===== src/rtl/fetch_stage_if.sv =====
// Instruction-memory read port between fetch and the memory.
// One request at a time: req/ready accept, rvalid returns data.
interface fetch_stage_if;
   logic        imem_req;
   logic [9:0]  imem_addr;
   logic        imem_ready;
   logic        imem_rvalid;
   logic [11:0] imem_rdata;

   modport master (
      output imem_req,
      output imem_addr,
      input  imem_ready,
      input  imem_rvalid,
      input  imem_rdata
   );

   modport slave (
      input  imem_req,
      input  imem_addr,
      output imem_ready,
      output imem_rvalid,
      output imem_rdata
   );
endinterface


===== src/rtl/fetch_stage.sv =====
// Fetch stage: owns the PC, reads imem, feeds the FE pipeline register.
// A 1-entry skid buffer absorbs a response that lands during a stall.
module fetch_stage #(
   parameter logic [9:0]  RESET_PC  = 10'h000,
   parameter logic [11:0] NOP_INSTR = 12'h000
) (
   input  logic                 clk,
   input  logic                 rst,
   fetch_stage_if.master        imem,
   input  logic                 stall_in,
   input  logic                 take_branch,
   input  logic [9:0]           next_pc,
   output logic [11:0]          instruction_FE_out,
   output logic [9:0]           pc_plus_1_FE_out,
   output logic                 fe_valid
);

   typedef enum logic [1:0] {
      S_REQ,
      S_WAIT,
      S_SQUASH
   } state_t;

   state_t      r_state;
   logic [9:0]  r_fetch_pc;
   logic [9:0]  r_req_pc;
   logic        r_buf_valid;
   logic [11:0] r_buf_instr;
   logic [9:0]  r_buf_pc1;
   logic [11:0] r_instr;
   logic [9:0]  r_pc1;
   logic        r_valid;

   logic        w_req;
   logic        w_accept;
   logic        w_deliver;
   logic        w_redirect;
   logic        w_outstanding;
   logic [9:0]  w_dpc1;

   assign w_req      = rst & (r_state == S_REQ) & ~r_buf_valid;
   assign w_accept   = w_req & imem.imem_ready;
   assign w_deliver  = (r_state == S_WAIT) & imem.imem_rvalid;
   assign w_redirect = take_branch & ~stall_in;
   assign w_dpc1     = r_req_pc + 10'd1;

   // A request completing in the redirect cycle needs no squash.
   assign w_outstanding = w_accept |
                          ((r_state != S_REQ) & ~imem.imem_rvalid);

   assign imem.imem_req  = w_req;
   assign imem.imem_addr = r_fetch_pc;

   assign instruction_FE_out = r_instr;
   assign pc_plus_1_FE_out   = r_pc1;
   assign fe_valid           = r_valid;

   always_ff @(posedge clk) begin
      if (!rst) begin
         r_state     <= S_REQ;
         r_fetch_pc  <= RESET_PC;
         r_req_pc    <= RESET_PC;
         r_buf_valid <= 1'b0;
         r_buf_instr <= NOP_INSTR;
         r_buf_pc1   <= 10'd0;
         r_instr     <= NOP_INSTR;
         r_pc1       <= 10'd0;
         r_valid     <= 1'b0;
      end else if (w_redirect) begin
         r_fetch_pc  <= next_pc;
         r_buf_valid <= 1'b0;
         r_instr     <= NOP_INSTR;
         r_valid     <= 1'b0;
         r_state     <= w_outstanding ? S_SQUASH : S_REQ;
      end else begin
         unique case (r_state)
            S_REQ: begin
               if (w_accept) begin
                  r_req_pc   <= r_fetch_pc;
                  r_fetch_pc <= r_fetch_pc + 10'd1;
                  r_state    <= S_WAIT;
               end
            end
            S_WAIT: begin
               if (imem.imem_rvalid)
                  r_state <= S_REQ;
            end
            S_SQUASH: begin
               if (imem.imem_rvalid)
                  r_state <= S_REQ;
            end
            default: r_state <= S_REQ;
         endcase

         if (stall_in) begin
            if (w_deliver) begin
               r_buf_valid <= 1'b1;
               r_buf_instr <= imem.imem_rdata;
               r_buf_pc1   <= w_dpc1;
            end
         end else if (r_buf_valid) begin
            r_instr     <= r_buf_instr;
            r_pc1       <= r_buf_pc1;
            r_valid     <= 1'b1;
            r_buf_valid <= 1'b0;
         end else if (w_deliver) begin
            r_instr <= imem.imem_rdata;
            r_pc1   <= w_dpc1;
            r_valid <= 1'b1;
         end else begin
            r_instr <= NOP_INSTR;
            r_valid <= 1'b0;
         end
      end
   end

endmodule


===== src/flat_wrapper.sv =====
// flat-port wrapper written by rule: the top's interface ports become plain ports
module fetch_stage_flat 
#(
   parameter logic [9:0]  RESET_PC  = 10'h000,
   parameter logic [11:0] NOP_INSTR = 12'h000
)
  (clk, rst, stall_in, take_branch, next_pc, instruction_FE_out, pc_plus_1_FE_out, fe_valid, imem_imem_req, imem_imem_addr, imem_imem_ready, imem_imem_rvalid, imem_imem_rdata);
  fetch_stage_if imem_i ();
  input  logic clk;
  input  logic rst;
  input  logic stall_in;
  input  logic take_branch;
  input  logic [9:0] next_pc;
  output logic [11:0] instruction_FE_out;
  output logic [9:0] pc_plus_1_FE_out;
  output logic fe_valid;
  output wire logic [$bits(imem_i.imem_req)-1:0] imem_imem_req;
  output wire logic [$bits(imem_i.imem_addr)-1:0] imem_imem_addr;
  input wire logic [$bits(imem_i.imem_ready)-1:0] imem_imem_ready;
  input wire logic [$bits(imem_i.imem_rvalid)-1:0] imem_imem_rvalid;
  input wire logic [$bits(imem_i.imem_rdata)-1:0] imem_imem_rdata;
  assign imem_imem_req = imem_i.imem_req;
  assign imem_imem_addr = imem_i.imem_addr;
  assign imem_i.imem_ready = imem_imem_ready;
  assign imem_i.imem_rvalid = imem_imem_rvalid;
  assign imem_i.imem_rdata = imem_imem_rdata;
  fetch_stage #(.RESET_PC(RESET_PC), .NOP_INSTR(NOP_INSTR)) u_core (.clk(clk), .rst(rst), .imem(imem_i), .stall_in(stall_in), .take_branch(take_branch), .next_pc(next_pc), .instruction_FE_out(instruction_FE_out), .pc_plus_1_FE_out(pc_plus_1_FE_out), .fe_valid(fe_valid));
endmodule

===== config.mk =====
export PLATFORM = sky130hd
export DESIGN_NAME = fetch_stage_flat
export DESIGN_NICKNAME = d
export VERILOG_FILES = /design/src/rtl/fetch_stage_if.sv /design/src/rtl/fetch_stage.sv /design/src/flat_wrapper.sv
export SDC_FILE = /design/constraint.sdc
export NUM_CORES = 1
export LEC_CHECK = 0
export BUFFER_PORTS_ARGS = -buffer_cell sky130_fd_sc_hd__buf_2
export CAP_MARGIN = 20
export CORE_ASPECT_RATIO = 2
export CORE_MARGIN = 2
export CORE_UTILIZATION = 40
export DETAILED_ROUTE_END_ITERATION = 10
export GPL_TIMING_DRIVEN = 1
export HOLD_SLACK_MARGIN = 0.03
export PLACE_DENSITY_LB_ADDON = 0.12
export SYNTH_ARGS = -nofsm -noshare
export SYNTH_HDL_FRONTEND = slang
export SYNTH_SLANG_ARGS = --single-unit

===== constraint.sdc =====
create_clock -name clk -period 3 [get_ports clk]
set_input_delay 0.75 -clock clk [delete_from_list [all_inputs] [get_ports clk]]
set_output_delay 0.75 -clock clk [all_outputs]
set_load 0.005 [all_outputs]

==> results of run 1 <==
==> cells in the final DEF, fill, tap and decap left out, types with 4 or more instances in the layout <==
| master | count |
|---|---|
| ha_1 | 4 |
| clkbuf_16 | 9 |
| nand4_1 | 8 |
| dfxtp_1 | 68 |
| nor2_1 | 37 |
| a21oi_1 | 25 |
| xor2_1 | 7 |
| buf_4 | 6 |
| nand2_1 | 41 |
| inv_1 | 6 |
| a211oi_1 | 8 |
| mux2i_1 | 25 |
| nand3_1 | 15 |
| xnor2_1 | 8 |
| buf_2 | 61 |
| a2bb2oi_1 | 12 |
| o21ai_0 | 13 |
| nor3_1 | 8 |
| a311oi_1 | 5 |
==> metal layers <==
metal | global-route usage (%) | vias up
li1 | - | 1310
met3 | 3.546 | 11
met1 | 19.04 | 1218
met4 | 8.824 | 0
met5 | 0 | -
met2 | 34.45 | 46
==> worst paths after layout <==
kind                                      start                                 end  slack, ns
min          u_core.r_buf_instr[4]$_SDFFE_PN0P_  u_core.r_buf_instr[4]$_SDFFE_PN0P_       0.45
max                                         rst                       imem_imem_req       0.80
min reg2reg  u_core.r_buf_instr[4]$_SDFFE_PN0P_  u_core.r_buf_instr[4]$_SDFFE_PN0P_       0.45
max reg2reg      u_core.r_state[1]$_SDFFE_PN0P_     u_core.r_req_pc[3]$_SDFFE_PN0P_       0.85
==> through the flow <==
step / utilization, % / power, uW / area (um^2)
after detailed placement: 46.18 / 1134 / 3356
final: 49.90 / 2069 / 3626
after global routing: 49.90 / 2146 / 3626
after floorplan: - / 1073 / 3010
after CTS: 49.90 / 2092 / 3626
after global placement: 46.18 / 1131 / 3356
==> state kept, by name, summed over array words and instances, names as in the netlist, 2 cells and up <==
signal	count
u_core.imem.imem_addr	10
u_core.instruction_FE_out	12
u_core.pc_plus_1_FE_out	10
u_core.r_buf_instr	12
u_core.r_buf_pc1	10
u_core.r_req_pc	10
u_core.r_state	2
==> kinds of logic after synthesis <==
| kind of cell | Yosys count | share of synthesized area (%) |
|---|---|---|
| simple gates | 125 | 19.62 |
| xor+xnor | 15 | 4.364 |
| fa+ha+maj | 4 | 1.663 |
| buf+inv | 30 | 4.862 |
| compound gates | 74 | 15.96 |
| flops | 68 | 45.22 |
| mux | 25 | 8.313 |
==> cell type report <==
type	count	area, um^2
clock buffers	13	260.3
inverters	7	26.28
flip-flops and latches	68	1361
fillers	761	3641
repair buffers	67	350.3
clock inverters	2	10.01
multi-input cells	243	1503
well taps	92	115.1
==> power groups by stage <==
stage          combinational, uW  sequential [uW]  clock (uW)
3_5_place_dp                 162              972           0
6_report                     160              953         957
5_1_grt                      181              955        1010
2_1_floorplan                107              966           0
4_1_cts                      163              952         976
3_3_place_gp                 160              971           0
==> worst max-delay path, stage by stage <==
cell and delay [ns]:
buf_2 0.09, buf_4 0.29, inv_2 0.06, nor3_1 0.12, buf_2 0.14
==> out/metrics.cfg, run 1 <==
[logic_synthesis]
synthArstFlopShare_pct=0
synth_cell_type_count=40
yosysTopAreaCell=dfxtp_1
synthCells=341
syn_area_um2=3010
synth_top_cells_by_area=dfxtp_1 (45%), mux2i_1 (8.3%), nand2_1 (5.1%)
synth_edf_count=0
syn_nets=373
yosysTopAreaCellShare_pct=45.22
ys_seq_elements=68
yosys_warnings=0
syn_avg_cell_area_um2=8.828
yosysMostFrequentCell=dfxtp_1
ys.flop_type=dfxtp_1
synth_commonest_cells=dfxtp_1 (68), nand2_1 (41), nor2_1 (37), a21oi_1 (25), mux2i_1 (25)
yosysSeqAreaShare_pct=45.22

[pwr]
seq_power_share_pct=46.0
p_clk_share_pct=46.2
cell_internal_pwr_uw=1593
p_leak_uw=0.001477
comb_power_share_pct=7.7
switchingPower_uw=476.2
vdd_ir_drop_max_uv=365.4
netSwitchingFraction_pct=23.02
power.density_nw_per_um2=570.6

[floorplan]
ios=62
dieArea_um2=8278
die_w_um=65.35
rows=44
die_y_um=126.7
initial_core_util_pct=41.43
coreArea_um2=7267

[cells_and_area]
fin_nets=428
diodes=0
finalNonFillerCells=492
drive_gt1_share_pct=21.25
area_growth_pct=20.45

[drt]
drt_iter0_drc=100
num_vias=2585
final_antenna_net_count=0
top_layer_used=met4
wl_met2_um=3976
dr_wl_met3_um=229
vias_per_cell=5.254
routed_wirelength_um=7142
wl_per_cell_um=14.52
drc=0
drtPass1Iterations=5
wl_met1_um=2788

[grt]
overflow=0
antenna_found_initial=0
grt_pass1_wl_um=11760
grt.total_usage_pct=18.49
grt_pass1_vias=2522
grt_max_degree=36

[clock_tree]
cts_tree=done
cts_setup_buffers=0
cts_hold_buffers=0
root_buffer=clkbuf_16
cts_made_buffers=9
clk_path_buf_depth=2
clock_latency_ns=0.33
cts_max_level=3
clock-sinks=68
path_clk_slew_ns=0.05
post_cts_resized=0

[timing]
drv_slew=0
fmax_ghz=0.4546
tightest_slew_ns=0.7479
slew-limit-headroom_pct=50.14
setup-violations-final=0
post-route-period-util_pct=73.32
period_needed_ns=2.200
fin_skew_ns=0.005580
holdWs_ns=0.4533
rsz0062_at_grt=false
fin_setup_tns_ns=0
hold_violations=0
postLayoutSetupSlackWorst_ns=0.8003

[min_path]
holdCritPathClass=reg2reg
holdPathStages=2

[setup_path]
worstSetupEndpointType=primary output
cp_max_fo=29
cp.required_ns=2.25
crit_path_start_kind=primary input
cp.arrival_ns=1.45
path_class=in2out
r2r_cells=6

[place]
gp_congestion=0.7391
hpwl_um=5099
dpl_worst_slack_ns=0.6414
numPortBuffers=61
post-place-cells=477

[flow_run]
maxCapViolCount=0

[status]
status=finished clean

(Power assumes the default switching activity.)
==> run 2, diff against run 1 <==
- clock period: 3 -> 2.06 ns (I/O delays scaled with it)
==> run 2 against run 1 <==
Against the previous run: sequential share of layout area shrank 0.67 points; clock skew is essentially flat; sequential power grew 46%; via count grew 0.46%; core utilization grew 0.91 points; highest routed layer unchanged.
==> out/metrics.cfg, run 2 (synthesis gave the netlist of run 1 again) <==
[clock_tree]
cts_tree=done
clk_path_buf_depth=2
clock_latency_ns=0.33
root_buffer=clkbuf_16
post_cts_resized=0
cts_setup_buffers=0
cts_made_buffers=9
path_clk_slew_ns=0.05
cts_hold_buffers=0
cts_max_level=3
clock-sinks=68

[min_path]
worst_hold_startpoint=imem_imem_rdata[1]
holdCritPathClass=in2reg

[timing]
period_needed_ns=1.874
setup-violations-final=0
slew-limit-headroom_pct=69.15
rsz0062_at_grt=false
fin_setup_tns_ns=0
drv_slew=0
tightest_slew_ns=0.4628
post-route-period-util_pct=90.98
hold_violations=0
fin_skew_ns=0.005464
fmax_ghz=0.5336

[cells_and_area]
area_growth_pct=22.65
final_cell_mix=dfxtp_1 (68), buf_2 (61), nand2_1 (41), nor2_1 (37)
drive_gt1_share_pct=22.74
final_common_cell=dfxtp_1
diodes=0
final_core_util_pct=50.81
finalNonFillerCells=501
fin_nets=436

[setup_path]
reg2reg_from=u_core.r_state[1]$_SDFFE_PN0P_
critPathMaxStageDelay_ns=0.32
crit_family=buffers and inverters
worstSetupEndpointType=primary output
cp.buffers_inverters=3
path_cells=inv_1 > ha_4 > inv_1 > nor3_1 > buf_2
critPathSlowestCell=dfxtp_1
cp_max_fo=7
cp.required_ns=1.54
cpMostUsedCell=inv_1
worstSetupStartpoint=u_core.r_state[1]$_SDFFE_PN0P_
cp.arrival_ns=1.36
crit_path_start_kind=flip-flop
path_class=reg2out

[drt]
drc=0
num_vias=2597
final_antenna_net_count=0
vias_per_cell=5.184
drt_iter0_drc=123
wl_per_cell_um=14.43
routed_wirelength_um=7230
drtPass1Iterations=4

[floorplan]
rows=44
die_y_um=126.7
die_w_um=65.35
ios=62
coreArea_um2=7267
dieArea_um2=8278
initial_core_util_pct=41.43

[pwr]
p_leak_uw=0.001513
power.density_nw_per_um2=812.3
vdd_ir_drop_max_uv=515.0

[grt]
overflow=0
grt_max_degree=36
grt.total_usage_pct=18.54
grt_pass1_vias=2550
antenna_found_initial=0
grt_pass1_wl_um=11800

[status]
status=finished clean

[place]
hpwl_um=5416
post-place-cells=485
gp_congestion=0.7555
numPortBuffers=61

[flow_run]
maxCapViolCount=0

run 2: cell count changes in the layout (fill, tap and decap cells not counted):
cell and delta:
clkbuf_8 -1, ha_4 +1, buf_4 +8, clkbuf_1 +2
ha_1 -1
run 2: power breakdown:
part           internal [uW]  switching, uW
combinational            111            135
sequential              1350           37.2
clock                    844            522
run 2: final timing paths:
| kind | endpoint | slack [ns] | depth (start not counted) |
|---|---|---|---|
| worst max register to register | u_core.instruction_FE_out[7]$_SDFFE_PP0N_ | 0.29 | 6 |
| worst max-delay path | imem_imem_req | 0.19 | 5 |
| worst min register to register | u_core.r_buf_instr[3]$_SDFFE_PN0P_ | 0.45 | 2 |
| worst min-delay path | u_core.r_buf_instr[1]$_SDFFE_PN0P_ | 0.43 | 3 |
run 2: routing by layer:
metal	share of wire, %	vias up	wire length, um	GRT usage, %
met1	38	1190	2743	18.46
met3	3.4	15	247	4.433
met2	56	55	4073	35.17
met4	2.3	0	165	7.721
met5	0	-	0	0
li1	-	1337	-	-
run 2: worst register-to-register path, stage by stage, from the launching register on:
cell       delay (ns)
dfxtp_1          0.35
inv_1            0.10
ha_1             0.21
a21oi_1          0.27
or2_1            0.44
a2bb2oi_1        0.22
nor2_1           0.06
run 2: area by class of cell:
cell class | instances | area (um^2)
Fill cell | 754 | 3575
Tap cell | 92 | 115.1
Timing Repair Buffer | 75 | 410.4
Multi-Input combinational cell | 243 | 1515
Clock buffer | 14 | 254.0
Clock inverter | 2 | 10.01
Sequential cell | 68 | 1361
Inverter | 7 | 26.28
run 2: metrics by stage:
step	hold slack, ns	setup WS (ns)	total power, uW	area, um^2
6_report	0.4338	0.1859	2999	3692
5_1_grt	0.4359	0.08084	3126	3692
4_1_cts	0.4268	0.02253	3036	3680
3_5_place_dp	0.4480	0.2133	1659	3416
3_3_place_gp	0.4417	0.2700	1655	3416
2_1_floorplan	0.4360	0.4068	1562	3010
==> run 3, diff against run 2 <==
- ABC_AREA: default -> 1
- RECOVER_POWER: default -> 25
==> run 3 against run 2 <==
Against the previous run: global-route usage increased by 1.6 points; wire length increased by 13%; clock skew decreased by 0.0020 ns; worst hold slack got worse by 0.0082 ns; synthesized cell count increased by 27%; sequential power about the same; maximum frequency increased by 1.0%.
==> out/metrics.cfg, run 3 <==
[status]
status=finished clean

[flow_run]
maxCapViolCount=0

[floorplan]
die_y_um=129.3
coreArea_um2=7601
ios=62
rows=45
die_w_um=66.63
dieArea_um2=8613
initial_core_util_pct=41.28

[clock_tree]
root_buffer=clkbuf_16
post_cts_resized=0
clock_latency_ns=0.33
path_clk_slew_ns=0.05
cts_made_buffers=9
clock-sinks=68
clk_path_buf_depth=2
cts_tree=done
cts_max_level=3
cts_setup_buffers=0
cts_hold_buffers=0

[drt]
wl_per_cell_um=13.69
drc=0
drtPass1Iterations=4
vias_per_cell=5.049
final_antenna_net_count=0
drt_iter0_drc=188
num_vias=3004
routed_wirelength_um=8144

[min_path]
holdCritPathClass=in2reg

[logic_synthesis]
yosys_warnings=0
yosysTopAreaCell=dfxtp_1
syn_avg_cell_area_um2=7.230
synth_edf_count=0
synth_top_cells_by_area=dfxtp_1 (43%), a21oi_1 (9.3%), o21ai_0 (8.0%)
yosysMostFrequentCell=dfxtp_1
synth_commonest_cells=dfxtp_1 (68), nand2_1 (60), a21oi_1 (58), nor2_1 (54), o21ai_0 (50)
syn_area_um2=3138
yosysTopAreaCellShare_pct=43.38
synthArstFlopShare_pct=0
ys_seq_elements=68
syn_nets=466
ys.flop_type=dfxtp_1
synth_cell_type_count=32
synthCells=434
yosysSeqAreaShare_pct=43.38

[setup_path]
cp.required_ns=1.54
r2r_end=u_core.r_req_pc[3]$_SDFFE_PN0P_
path_cells=inv_1 > ha_1 > nand3_1 > inv_1 > buf_2
path_class=reg2out
rrSetupSlack_ns=0.38
cp_max_fo=4
worstSetupStartpoint=u_core.r_state[1]$_SDFFE_PN0P_
critPathSlowestCell=ha_1
worstSetupEndpointType=primary output
cp.arrival_ns=1.34
r2r_cells=7
crit_path_end=imem_imem_req
crit_path_start_kind=flip-flop
reg2reg_from=u_core.r_state[1]$_SDFFE_PN0P_
cpMostUsedCell=inv_1
critPathMaxStageDelay_ns=0.32

[timing]
fmax_ghz=0.5391
drv_slew=0
rsz0062_at_grt=false
period_needed_ns=1.855
slew-limit-headroom_pct=53.58
fin_setup_tns_ns=0
holdWs_ns=0.4256
hold_violations=0
post-route-period-util_pct=90.04
setup-violations-final=0
fin_skew_ns=0.003491
postLayoutSetupSlackWorst_ns=0.2051
tightest_slew_ns=0.6955

[grt]
grt.total_usage_pct=20.16
grt_pass1_wl_um=13190
grt_max_degree=33
antenna_found_initial=0
overflow=0
grt_pass1_vias=2794

[place]
hpwl_um=5900
dpl_worst_slack_ns=0.3077
numPortBuffers=61
gp_congestion=0.8140

[cells_and_area]
drive_gt1_share_pct=17.37
final_cell_mix=dfxtp_1 (68), nand2_1 (60), a21oi_1 (58), nor2_1 (54), o21ai_0 (50)
final_common_cell=dfxtp_1
area_growth_pct=21.21
fin_nets=528
diodes=0

[pwr]
vdd_ir_drop_max_uv=409.3
power.density_nw_per_um2=823.3
p_leak_uw=0.001723

-- run 3: cell types whose count changed after synthesis, moves of 8 or more --
cell,previous run,this run
nand3_1,15,33
a2bb2oi_1,12,0
a21oi_1,25,58
o21bai_1,0,10
mux2i_1,25,0
a211oi_1,8,0
nand2_1,41,60
o21ai_0,13,50
nor2_1,37,54
inv_1,6,35
-- run 3: cells by family (layout without fill, tap and decap cells) --
group / count (synthesis) / in the layout / share of synthesized area, %
buffers and inverters: 63 / 130 / 8.094
AND/OR/NAND/NOR: 161 / 161 / 22.77
AO/OA/AOI/OAI: 132 / 132 / 22.49
XOR/XNOR: 6 / 6 / 1.675
flip-flops: 68 / 68 / 43.38
adder cells (fa/ha/maj): 4 / 4 / 1.595
-- run 3: power by group --
group	total, uW	switching [uW]	leakage [uW]	internal, uW
registers	1420	47.8	0.000553	1370
clock network	1390	550	0.000135	837
logic	323	195	0.00103	128
total	3130	793	0.00172	2340
-- run 3: critical path, delay by kind of cell, from the launching register on --
kind / cells / cell delay [ns]
fa+ha+maj: 1 / 0.32
flops: 1 / 0.31
simple gates: 1 / 0.14
buf+inv: 3 / 0.24
-- run 3: layout make-up --
cell class                 count  area [um^2]
clock buffer                  11        242.7
clock inverter                 5        27.53
fill                         794         3797
inverter                      41        153.9
multi-input combinational    303         1523
sequential                    68         1361
tap                           94        117.6
timing repair buffer          73        377.9
-- run 3: routing by layer --
layer	share of wire, %	up-vias	wire (um)	track usage, %
li1	-	1564	-	-
met1	40	1365	3226	21.46
met2	55	65	4454	37.24
met3	3.7	10	305	4.427
met4	1.9	0	157	8.043
met5	0	-	0	0
-- run 3: metrics by stage --
stage	cells	instance area [um^2]	util [%]	total power [uW]
4_1_cts	595	3821	50.27	3177
6_report	595	3804	50.04	3132
5_1_grt	595	3804	50.04	3280
2_1_floorplan	434	3138	-	1650
3_5_place_dp	579	3551	46.72	1777
3_3_place_gp	579	3551	46.72	1773
-- run 3: worst min-delay path by stage --
stage / cells past startpoint / from / slack, ns / end
after floorplan: 2 / u_core.r_buf_pc1[1]$_SDFFE_PN0P_ / 0.42 / u_core.r_buf_pc1[1]$_SDFFE_PN0P_
after global placement: 2 / u_core.r_buf_pc1[1]$_SDFFE_PN0P_ / 0.44 / u_core.r_buf_pc1[1]$_SDFFE_PN0P_
after detailed placement: 2 / u_core.r_buf_pc1[2]$_SDFFE_PN0P_ / 0.44 / u_core.r_buf_pc1[2]$_SDFFE_PN0P_
after CTS: 3 / imem_imem_rdata[2] / 0.41 / u_core.r_buf_instr[2]$_SDFFE_PN0P_
after global routing: 3 / imem_imem_rdata[4] / 0.44 / u_core.r_buf_instr[4]$_SDFFE_PN0P_
final: 3 / imem_imem_rdata[10] / 0.43 / u_core.r_buf_instr[10]$_SDFFE_PN0P_
